[config.mk]
export PLATFORM = sky130hd
export DESIGN_NAME = divider_sweep_ctrl_flat
export DESIGN_NICKNAME = d
export VERILOG_FILES = /design/src/rtl/divider_sweep_ctrl_if.sv /design/src/rtl/divider_sweep_ctrl.sv /design/src/flat_wrapper.sv
export SDC_FILE = /design/constraint.sdc
export NUM_CORES = 1
export LEC_CHECK = 0
export CAP_MARGIN = 20
export CORE_MARGIN = 5
export CORE_UTILIZATION = 50
export DETAILED_ROUTE_END_ITERATION = 16
export GPL_ROUTABILITY_DRIVEN = 0
export PLACE_DENSITY = 0.76
export RECOVER_POWER = 25
export REMOVE_ABC_BUFFERS = 1
export SYNTH_ARGS = -nofsm -noshare
export SYNTH_HDL_FRONTEND = slang
export SYNTH_SLANG_ARGS = --single-unit
[constraint.sdc]
create_clock -name sysclk -period 2.3 [get_ports sysclk]
set_clock_uncertainty 0.1 [all_clocks]
set_input_delay 0.46 -clock sysclk [delete_from_list [all_inputs] [get_ports sysclk]]
set_output_delay 0.46 -clock sysclk [all_outputs]
set_load 0.01 [all_outputs]
[src/rtl/divider_sweep_ctrl_if.sv]
// Control/status bundle between the sweep sequencer and whatever drives it.
// master: the controller issuing start/stop and range configuration.
// slave : the divider_sweep_ctrl sequencer itself.
interface divider_sweep_ctrl_if #(
  parameter int unsigned SCALE_W = 6,
  parameter int unsigned DWELL_W = 8
) ();
  logic               start;
  logic               stop;
  logic               mode;
  logic [SCALE_W-1:0] scale_lo;
  logic [SCALE_W-1:0] scale_hi;
  logic [DWELL_W-1:0] dwell;
  logic [SCALE_W-1:0] scale_out;
  logic               busy;
  logic               step_pulse;
  logic               done;

  modport master (
    output start, stop, mode, scale_lo, scale_hi, dwell,
    input  scale_out, busy, step_pulse, done
  );

  modport slave (
    input  start, stop, mode, scale_lo, scale_hi, dwell,
    output scale_out, busy, step_pulse, done
  );
endinterface

[src/rtl/divider_sweep_ctrl.sv]
// divider_sweep_ctrl: steps Divider.Scale through [scale_lo, scale_hi],
// dwelling a programmed number of Slow_clk rising edges per value.
// mode 0 = single up-sweep ending in a done pulse; mode 1 = endless triangle.
// Optional macro DIVSWEEP_SETTLE_EN: discard the first tick after every
// scale change so the Divider can settle on its new Scale.
module divider_sweep_ctrl #(
  parameter int unsigned SCALE_W     = 6,
  parameter int unsigned DWELL_W     = 8,
  parameter int unsigned RESET_SCALE = 1
) (
  input  logic                 sysclk,
  input  logic                 reset,
  input  logic                 slow_clk_in,
  divider_sweep_ctrl_if.slave  bus
);

`ifdef DIVSWEEP_SETTLE_EN
  localparam bit SETTLE_EN = 1'b1;
`else
  localparam bit SETTLE_EN = 1'b0;
`endif

  localparam logic [SCALE_W-1:0] RST_SCALE = SCALE_W'(RESET_SCALE);

  typedef enum logic [2:0] {
    S_IDLE,
    S_LOAD,
    S_DWELL,
    S_STEP,
    S_DONE
  } state_t;

  state_t             state_q, state_n;
  logic               sync1_q, sync2_q, sync3_q, tick_q;
  logic [SCALE_W-1:0] scale_q, scale_n;
  logic [DWELL_W-1:0] cnt_q, cnt_n;
  logic               dir_up_q, dir_up_n;
  logic               settle_q, settle_n;
  logic               step_q, step_n;
  logic               load_cfg;
  logic [SCALE_W-1:0] lo_q, hi_q;
  logic [DWELL_W-1:0] dwell_q;
  logic               mode_q;
  logic [DWELL_W-1:0] eff_dwell;
  logic               dwell_hit;
  logic               degenerate;

  assign eff_dwell  = (dwell_q == '0) ? DWELL_W'(1) : dwell_q;
  assign dwell_hit  = ({1'b0, cnt_q} + 1'b1) == {1'b0, eff_dwell};
  assign degenerate = (lo_q >= hi_q);

  // Synchronise Slow_clk and register a one-cycle tick on its rising edge
  always_ff @(posedge sysclk or posedge reset) begin
    if (reset) begin
      sync1_q <= 1'b0;
      sync2_q <= 1'b0;
      sync3_q <= 1'b0;
      tick_q  <= 1'b0;
    end else begin
      sync1_q <= slow_clk_in;
      sync2_q <= sync1_q;
      sync3_q <= sync2_q;
      tick_q  <= sync2_q & ~sync3_q;
    end
  end

  // Sequencer state and datapath registers
  always_ff @(posedge sysclk or posedge reset) begin
    if (reset) begin
      state_q  <= S_IDLE;
      scale_q  <= RST_SCALE;
      cnt_q    <= '0;
      dir_up_q <= 1'b1;
      settle_q <= 1'b0;
      step_q   <= 1'b0;
    end else begin
      state_q  <= state_n;
      scale_q  <= scale_n;
      cnt_q    <= cnt_n;
      dir_up_q <= dir_up_n;
      settle_q <= settle_n;
      step_q   <= step_n;
    end
  end

  // Configuration captured once on start; ignored until the next IDLE
  always_ff @(posedge sysclk or posedge reset) begin
    if (reset) begin
      lo_q    <= '0;
      hi_q    <= '0;
      dwell_q <= '0;
      mode_q  <= 1'b0;
    end else if (load_cfg) begin
      lo_q    <= bus.scale_lo;
      hi_q    <= bus.scale_hi;
      dwell_q <= bus.dwell;
      mode_q  <= bus.mode;
    end
  end

  // Next-state, datapath update and stop override
  always_comb begin
    state_n  = state_q;
    scale_n  = scale_q;
    cnt_n    = cnt_q;
    dir_up_n = dir_up_q;
    settle_n = settle_q;
    step_n   = 1'b0;
    load_cfg = 1'b0;

    unique case (state_q)
      S_IDLE: begin
        if (bus.start && !bus.stop) begin
          load_cfg = 1'b1;
          state_n  = S_LOAD;
        end
      end
      S_LOAD: begin
        scale_n  = lo_q;
        cnt_n    = '0;
        dir_up_n = 1'b1;
        settle_n = SETTLE_EN && !degenerate;
        state_n  = S_DWELL;
      end
      S_DWELL: begin
        if (tick_q) begin
          if (settle_q) begin
            settle_n = 1'b0;
          end else if (dwell_hit) begin
            state_n = S_STEP;
          end else begin
            cnt_n = cnt_q + 1'b1;
          end
        end
      end
      S_STEP: begin
        cnt_n   = '0;
        state_n = S_DWELL;
        if (degenerate) begin
          if (!mode_q) state_n = S_DONE;
        end else if (dir_up_q) begin
          if (scale_q < hi_q) begin
            scale_n  = scale_q + 1'b1;
            step_n   = 1'b1;
            settle_n = SETTLE_EN;
          end else if (!mode_q) begin
            state_n = S_DONE;
          end else begin
            dir_up_n = 1'b0;
            scale_n  = scale_q - 1'b1;
            step_n   = 1'b1;
            settle_n = SETTLE_EN;
          end
        end else begin
          if (scale_q > lo_q) begin
            scale_n = scale_q - 1'b1;
          end else begin
            dir_up_n = 1'b1;
            scale_n  = scale_q + 1'b1;
          end
          step_n   = 1'b1;
          settle_n = SETTLE_EN;
        end
      end
      S_DONE: begin
        state_n = S_IDLE;
      end
      default: begin
        state_n = S_IDLE;
      end
    endcase

    // stop overrides everything decided above, including a pending step
    if (bus.stop && state_q != S_IDLE) begin
      state_n  = S_IDLE;
      scale_n  = scale_q;
      step_n   = 1'b0;
      settle_n = 1'b0;
    end
  end

  assign bus.scale_out  = scale_q;
  assign bus.busy       = (state_q != S_IDLE);
  assign bus.step_pulse = step_q;
  assign bus.done       = (state_q == S_DONE) && !bus.stop;

endmodule

[src/flat_wrapper.sv]
// flat-port wrapper written by rule: the top's interface ports become plain ports
module divider_sweep_ctrl_flat 
#(
  parameter int unsigned SCALE_W     = 6,
  parameter int unsigned DWELL_W     = 8,
  parameter int unsigned RESET_SCALE = 1
)
  (sysclk, reset, slow_clk_in, bus_start, bus_stop, bus_mode, bus_scale_lo, bus_scale_hi, bus_dwell, bus_scale_out, bus_busy, bus_step_pulse, bus_done);
  divider_sweep_ctrl_if #(.SCALE_W(SCALE_W), .DWELL_W(DWELL_W)) bus_i ();
  input  logic sysclk;
  input  logic reset;
  input  logic slow_clk_in;
  input wire logic [$bits(bus_i.start)-1:0] bus_start;
  input wire logic [$bits(bus_i.stop)-1:0] bus_stop;
  input wire logic [$bits(bus_i.mode)-1:0] bus_mode;
  input wire logic [$bits(bus_i.scale_lo)-1:0] bus_scale_lo;
  input wire logic [$bits(bus_i.scale_hi)-1:0] bus_scale_hi;
  input wire logic [$bits(bus_i.dwell)-1:0] bus_dwell;
  output wire logic [$bits(bus_i.scale_out)-1:0] bus_scale_out;
  output wire logic [$bits(bus_i.busy)-1:0] bus_busy;
  output wire logic [$bits(bus_i.step_pulse)-1:0] bus_step_pulse;
  output wire logic [$bits(bus_i.done)-1:0] bus_done;
  assign bus_i.start = bus_start;
  assign bus_i.stop = bus_stop;
  assign bus_i.mode = bus_mode;
  assign bus_i.scale_lo = bus_scale_lo;
  assign bus_i.scale_hi = bus_scale_hi;
  assign bus_i.dwell = bus_dwell;
  assign bus_scale_out = bus_i.scale_out;
  assign bus_busy = bus_i.busy;
  assign bus_step_pulse = bus_i.step_pulse;
  assign bus_done = bus_i.done;
  divider_sweep_ctrl #(.SCALE_W(SCALE_W), .DWELL_W(DWELL_W), .RESET_SCALE(RESET_SCALE)) u_core (.sysclk(sysclk), .reset(reset), .slow_clk_in(slow_clk_in), .bus(bus_i));
endmodule
# ---- After elaboration in Yosys (flattened, before gate mapping)
# Index checks and enable logic that the tools add are counted.
dict set report totals {
  reg_bits 45
  inputBits 26
  output_inout_bits 9
}
dict set report classes {
  add_sub_neg 4
  order_cmp 3
  n_eq_ne 16
  mux 42
  bitwise 3
  n_reduce_logical 16
}
# operator n
set ops {}
lappend ops {{$mux 8} 4}
lappend ops {{$mux 6} 5}
lappend ops {{$mux 3} 9}
lappend ops {{$mux 1} 19}
lappend ops {{$pmux 8 s2} 1}
lappend ops {{$reduce_and 4->1} 4}
lappend ops {{$pmux 3 s4} 1}
lappend ops {{$pmux 6 s2} 1}
lappend ops {{$add 8x1->9 const B} 1}
lappend ops {{$eq 9x8->1} 1}
lappend ops {{$ne 3x1->1 const B} 3}
lappend ops {{$add 8x1->8 const B} 1}
lappend ops {{$logic_not 8->1} 1}
lappend ops {{$add 6x1->6 const B} 1}
lappend ops {{$eq 3x2->1 const B} 2}
lappend ops {{$ge 6x6->1} 1}
lappend ops {{$gt 6x6->1} 1}
lappend ops {{$lt 6x6->1} 1}
lappend ops {{$ne 2x2->1 const B} 3}
lappend ops {{$ne 3x3->1 const B} 2}
lappend ops {{$sub 6x1->6 const B} 1}
lappend ops {{$ne 5x5->1 const B} 1}
lappend ops {{$ne 4x4->1 const B} 1}
lappend ops {{$reduce_bool 2->1} 2}
lappend ops {{14 further kinds} 17}

# ---- Depth between registers and ports, before layout
# Gate-level depths: netlist (run 1).
dict set report logic_depth {
  depth_word 8
  depth_mapped 10
}

# ---- Least setup slack after synthesis (run 1)
# OpenSTA, ideal clock, no wires.
dict set report synth_path {
  kind {register to register}
  startpoint {register u_core.scale_q[4], in the netlist u_core.bus.scale_out[4]}
  endpoint {register u_core.scale_q[4], in the netlist u_core.bus.scale_out[4]}
  setup_ns 0.120
  arrival_ns 2.149
  t_required_ns 2.080
  path_slack_ns -0.070
  stages_incl_launch_ff 10
  path_buffers 1
  synth_period_minus_slack_ns 2.370
  cell_sequence {dfrtp_1 ha_1 a21o_1 a21oi_2 o32ai_4 a221oi_4 and2_0 buf_4 o211ai_2 o211a_1}
}
dict set report synth_via {
  elab_chain_cells 6
  elab_cells_between_ends 12
  cone_classes {add/sub (2); order compare (2); eq/ne (1); mux (6); reduce/logical (1)}
}
# item line
set synth_lines {}
lappend synth_lines {{from (decl)} divider_sweep_ctrl.sv:35} ;# logic [SCALE_W-1:0] scale_q, scale_n;
lappend synth_lines {{from (signal assigned)} divider_sweep_ctrl.sv:78} ;# scale_q <= scale_n;
lappend synth_lines {{$sub 6x1->6} {divider_sweep_ctrl.sv:150, divider_sweep_ctrl.sv:156}}
lappend synth_lines {{$mux 6} divider_sweep_ctrl.sv:146} ;# end else if (!mode_q) begin
lappend synth_lines {{$mux 6} divider_sweep_ctrl.sv:142} ;# if (scale_q < hi_q) begin
lappend synth_lines {{$mux 6} divider_sweep_ctrl.sv:141} ;# end else if (dir_up_q) begin
lappend synth_lines {{$mux 6} divider_sweep_ctrl.sv:139} ;# if (degenerate) begin
lappend synth_lines {{$pmux 6 s2} divider_sweep_ctrl.sv:111} ;# unique case (state_q)
# Several ways; a longest one is shown, not always the timed one. The select of a mux whose other input is x is not followed.
# A chain may end at the register's enable or synchronous reset.

# ---- Worst setup path in the final report (run 1)
# Ends and elaborated chain as after synthesis.

==> results of run 1 <==
-- power by group through the flow --
| stage | Clock (W) | Combinational, W | Sequential [W] |
|---|---|---|---|
| finish | 0.000618 | 0.00236 | 0.00115 |
| detailed placement | 0 | 0.00156 | 0.00112 |
| floorplan | 0 | 0.000930 | 0.00112 |
| global placement | 0 | 0.00150 | 0.00111 |
| global route | 0.000672 | 0.00252 | 0.00116 |
| CTS | 0.000627 | 0.00168 | 0.00109 |
-- sequential cells by signal, summed over array words and instances (netlist names) --
register and flops:
u_core.bus.scale_out 6, u_core.sync1_q 1, u_core.cnt_q 8, u_core.bus.step_pulse 1
u_core.lo_q 6, u_core.hi_q 6, u_core.sync2_q 1, u_core.dir_up_q 1
u_core.dwell_q 8, u_core.state_q 3, u_core.mode_q 1, u_core.tick_q 1
u_core.sync3_q 1
-- worst max-delay path: stages, from the launching register on --
cell	delay, ps
dfrtp_2	460
ha_4	290
nand4_1	150
buf_4	200
o32ai_4	400
a221oi_4	140
buf_6	160
buf_6	110
o31a_1	100
o211a_1	220
-- routing by layer --
| metal | routed length [um] | global-route usage |
|---|---|---|
| met5 | 0 | 0 |
| met4 | 377 | 0.0748 |
| met3 | 560 | 0.0311 |
| met2 | 4260 | 0.322 |
| met1 | 3670 | 0.266 |
-- kinds of logic (layout without fill, tap and decap cells) --
| family | count (synthesis) | count (layout) | share of synthesized area |
|---|---|---|---|
| buffers and inverters | 28 | 111 | 0.0405 |
| AOI/OAI and AO/OA | 57 | 57 | 0.170 |
| muxes | 21 | 21 | 0.0840 |
| adders and majority gates | 20 | 20 | 0.0889 |
| xor gates and xnor gates | 14 | 14 | 0.0436 |
| and+or+nand+nor | 94 | 94 | 0.181 |
| DFF | 44 | 44 | 0.392 |
-- worst paths after layout --
check | start | to | slack, ps
worst max-delay path | u_core.bus.scale_out[4] | u_core.bus.scale_out[4] | -140
worst min-delay path | u_core.sync1_q | u_core.sync2_q | 280
worst max register to register | u_core.bus.scale_out[4] | u_core.bus.scale_out[4] | -140
worst min register to register | u_core.sync1_q | u_core.sync2_q | 280
max in group asynchronous | reset | u_core.bus.scale_out[1] | 500
min in group asynchronous | reset | u_core.dwell_q[2] | 840
-- area by class of cell --
type | instances | area share
Timing Repair Buffer | 84 | 0.184
Clock inverter | 3 | 0.0114
Clock buffer | 5 | 0.0169
Inverter | 19 | 0.0175
Multi-Input combinational cell | 206 | 0.475
Sequential cell | 44 | 0.272
Tap cell | 72 | 0.0221
-- what timing repair did --
item / in CTS / in global routing
gates resized for setup: 13 / 57
setup endpoints to repair: 8 / 16
buffers inserted: 5 / 13
pin swaps: 3 / 28
-- through the flow --
step,TNS (ps),hold WS [ps],cell area [um2],setup WS (ps)
2_1_floorplan,-232,231,2770,-96.0
3_3_place_gp,-190,237,3460,-107
3_5_place_dp,-511,241,3460,-139
4_1_cts,-61.2,275,3650,-61.2
5_1_grt,-1540,291,4070,-197
6_report,-695,276,4070,-138
-- placed cells by master (no fill, tap or decap), types with 3 or more instances in the layout --
| cell type | n |
|---|---|
| a21o_1 | 4 |
| dfrtp_2 | 4 |
| mux2_2 | 21 |
| o31a_1 | 3 |
| nor3b_1 | 4 |
| dfrtp_1 | 38 |
| o211ai_1 | 4 |
| clkbuf_8 | 5 |
| nor2b_1 | 4 |
| inv_2 | 4 |
| a21oi_1 | 6 |
| buf_6 | 7 |
| nor2_1 | 20 |
| ha_1 | 9 |
| nand3_1 | 20 |
| nor3_1 | 4 |
| clkdlybuf4s50_1 | 31 |
| ha_4 | 10 |
| o21ai_0 | 5 |
| nand3b_1 | 3 |
| nand4_1 | 7 |
| nand2_1 | 10 |
| xnor2_1 | 5 |
| nor4_2 | 3 |
| buf_4 | 41 |
| xor2_1 | 8 |
| inv_1 | 14 |
==> flow_summary.ini, run 1 <==
[run_status]
status = finished with violations
failed_checks = negative setup slack

[worst_hold_path]
hp-class = reg2reg
holdPathStages = 0

[worst_setup_path]
crit_required_ps = 2400
crit_path_start_kind = register
crit_arrival_ps = 2540
r2r_cells = 9
crit_type = reg2reg
critPathMaxFanout = 8
crit_path_end_kind = register

[global_routing]
grt_use_total = 0.198
antenna_found_initial = 0
grt_pass1_wl_um = 11600
grt_max_degree = 45
grt_pass1_vias = 2403
grt.overflow.total = 0

[cts]
clock_path_buffers = 2
clockRootBuffer = clkbuf_8
clkLatencyLatePin_ps = 310
hold_buffers = 0
clock-sinks = 44
cts_tree = done
htreeDepth = 2
clk_pin_slew_ps = 90
cts-buffers-inserted = 5

[floorplanning]
die_area_um2 = 7230
std_cell_rows = 27
die_y_um = 85.0
coreArea_um2 = 5470
initial_utilization = 0.514
top_level_ports = 35
die_width_um = 85.0

[power]
power_frac_comb = 0.572
p_leak_nw = 1.70
peakVddDrop_uv = 618
seqPwrFrac = 0.278
power.clock.fraction = 0.150
p_switching_w = 0.00166
powerDensity_nw_per_um2 = 1010
power.internal_w = 0.00247
swShare = 0.402
total_power_w = 0.00413

[synthesis]
yosysMostFrequentCell = dfrtp_1
avgSynthCellArea_um2 = 10.1
ys.flop_type = dfrtp_1
synth_edf_count = 0
ys_warn_count = 0
yosysTopAreaCellShare = 0.373
syn_area_um2 = 2810
synth_cells = 278
synth_commonest_cells = 42 x dfrtp_1, 21 x mux2_2, 21 x nor2_1, 20 x ha_1, 20 x nand3_1
synthArstFlopShare = 1.00
post_synth_main_area_contributors = dfrtp_1 37%, ha_1 8.9%, mux2_2 8.4%
synth-seq-cells = 44
seq_area_frac_synth = 0.392
yosys.area.top_type = dfrtp_1
ys_types = 57

[sta]
fin_crit_ps = 2440
rsz0062_at_grt = yes
worst_pin_slew_ps = 1120
hold_viol_final = 0
final_min_period_over_clock_period = 1.06
slew_viol_final = 0
maxSlewHeadroom = 0.253
fmaxAchievable_mhz = 410
fin_ws_ps = -138
setup_viol = 7

[job]
cap_violations = 0

[cells_and_area]
seq_area_um2 = 1110
fillers = 358
fin_nets = 406
multiInputGateArea_um2 = 1940
layout.cells.non_filler = 433
area_delta_synth_final_pct = 44.7
drive_gt1_frac = 0.380
n_antenna_cell = 0
post-route-util = 0.744

[detailed_routing]
dr.first_iter.drc_count = 215
drt-pass1-iter-count = 5
routed-via-count = 2658
vias_per_cell = 6.14
wire_per_inst_um = 20.5
wirelength_um = 8870
drcViolationCount = 0
ant_nets = 0

[placement]
hpwl_um = 5080
dp.cells = 408
port_buffers = 34
Note: power is estimated with default switching activity, not from simulation.
==> run 2, diff against run 1 <==
--- a/config.mk
+++ b/config.mk
@@ -6,6 +6,7 @@
 export NUM_CORES = 1
 export LEC_CHECK = 0
 export CAP_MARGIN = 20
+export CORE_ASPECT_RATIO = 1.25
 export CORE_MARGIN = 5
 export CORE_UTILIZATION = 50
 export DETAILED_ROUTE_END_ITERATION = 16
==> flow_summary.ini, run 2 (synthesized netlist as in run 1, its figures left out) <==
[cts]
cts-buffers-inserted = 5
clk_pin_slew_ps = 80
clockRootBuffer = clkbuf_8
htreeDepth = 2
cts_tree = done
clock_path_buffers = 2
clock-sinks = 44
clkLatencyLatePin_ps = 300
hold_buffers = 0

[placement]
dpl_cell_area_um2 = 3460
hpwl_um = 5260
dpl_worst_slack_ps = -71.7
port_buffers = 34

[global_routing]
grt_use_total = 0.194
antenna_found_initial = 0
grt_pass1_vias = 2527
grt_pass1_wl_um = 11300
grt_max_degree = 28
grt.overflow.total = 0

[cells_and_area]
fin_area_um2 = 3740
seq_area_um2 = 1100
n_antenna_cell = 0
fillers = 409
fin_nets = 398
drive_gt1_frac = 0.287
layout_commonest_cell = dfrtp_1
mostFrequentLayoutCells = 41 x dfrtp_1, 37 x buf_4, 31 x clkdlybuf4s50_1
area_delta_synth_final_pct = 32.8
multiInputGateArea_um2 = 1720
top_regs = u_core.cnt_q: 8 flops, u_core.dwell_q: 8 flops

[sta]
fin_ws_ps = -2.68
hold_viol_final = 0
rsz0062_at_grt = yes
maxSlewHeadroom = 0.542
worst_pin_slew_ps = 683
final_min_period_over_clock_period = 1.00
holdWs_ps = 258
fin_crit_ps = 2300
fmaxAchievable_mhz = 434
tns_ps = -2.68
setup_viol = 1
slew_viol_final = 0

[detailed_routing]
routed-via-count = 2436
dr.first_iter.drc_count = 84
wire_per_inst_um = 16.9
drt-pass1-iter-count = 4
drcViolationCount = 0
vias_per_cell = 5.86
ant_nets = 0
wirelength_um = 7020

[power]
p_leak_nw = 1.62
powerDensity_nw_per_um2 = 930
total_power_w = 0.00348
peakVddDrop_uv = 671

[floorplanning]
die_y_um = 93.9
die_area_um2 = 7240
die_width_um = 77.1
top_level_ports = 35
initial_utilization = 0.517
coreArea_um2 = 5440
std_cell_rows = 30

[worst_setup_path]
r2r-start = u_core.hi_q[0]
crit_path_end_kind = register
crit_path_start_kind = register
critPathMaxFanout = 9
crit_arrival_ps = 2430
r2r_cells = 9
crit_type = reg2reg
r2r_setup_slack_ps = -3
r2r_end = u_core.bus.scale_out[2]
crit_required_ps = 2430

[job]
cap_violations = 0

[worst_hold_path]
hold_path_end = u_core.sync2_q
hp-class = reg2reg
hold_path_startpoint = u_core.sync1_q
holdPathStages = 0

[run_status]
status = finished with violations
failed_checks = negative setup slack
run 2: changes by cell type in the layout (fill, tap and decap cells not counted), sizes merged:
cell    change
inv         -1
clkinv      +1
bufinv      -1
buf         -8
run 2: layout make-up:
type | count | area share
multi-input combinational | 206 | 0.461
sequential | 44 | 0.296
timing repair buffer | 76 | 0.181
tap | 64 | 0.0214
inverter | 19 | 0.0191
clock buffer | 5 | 0.0184
clock inverter | 2 | 0.00335
run 2: repair_timing:
| item | CTS | global route |
|---|---|---|
| gates resized for setup | 6 | 26 |
| setup buffers | 0 | 9 |
| pin swaps | 0 | 9 |
| setup endpoints to repair | 6 | 13 |
| gates cloned | 0 | 0 |
run 2: worst max-delay path, cell delays in order (launching register included):
cell	delay, ps
dfrtp_1	390
ha_1	290
nand2b_1	150
a211oi_2	270
o31ai_2	160
a221oi_4	330
buf_6	170
nor2_1	40
a41oi_1	160
a21boi_1	170
run 2: through the flow:
stage          cells   util
2_1_floorplan    269      -
5_1_grt          416  0.686
4_1_cts          407  0.654
3_5_place_dp     400  0.637
6_report         416  0.686
3_3_place_gp     400  0.637
run 2: worst max path at each step:
| stage | from | end | slack (ps) | depth (start not counted) |
|---|---|---|---|---|
| 2_1_floorplan | u_core.bus.scale_out[4] | u_core.bus.scale_out[4] | -100 | 8 |
| 3_3_place_gp | u_core.hi_q[0] | u_core.bus.scale_out[4] | -20 | 8 |
| 3_5_place_dp | u_core.hi_q[0] | u_core.bus.scale_out[2] | -70 | 9 |
| 4_1_cts | u_core.bus.scale_out[0] | u_core.bus.scale_out[2] | -50 | 10 |
| 5_1_grt | u_core.bus.scale_out[4] | u_core.bus.scale_out[2] | -120 | 9 |
| 6_report | u_core.hi_q[0] | u_core.bus.scale_out[2] | -3 | 9 |
run 2: per-layer routing:
layer | vias to the layer above | track usage | wire length, um
met1 | 1200 | 0.209 | 2690
li1 | 1164 | - | -
met5 | - | 0 | 0
met3 | 19 | 0.0393 | 226
met4 | 0 | 0.0860 | 195
met2 | 53 | 0.362 | 3910
run 2: power by group:
| part | switching (W) | total [W] | internal [W] |
|---|---|---|---|
| registers | 0.000152 | 0.00109 | 0.000935 |
| clock network | 0.000258 | 0.000464 | 0.000206 |
| logic | 0.000966 | 0.00192 | 0.000958 |
| total | 0.00138 | 0.00348 | 0.00210 |
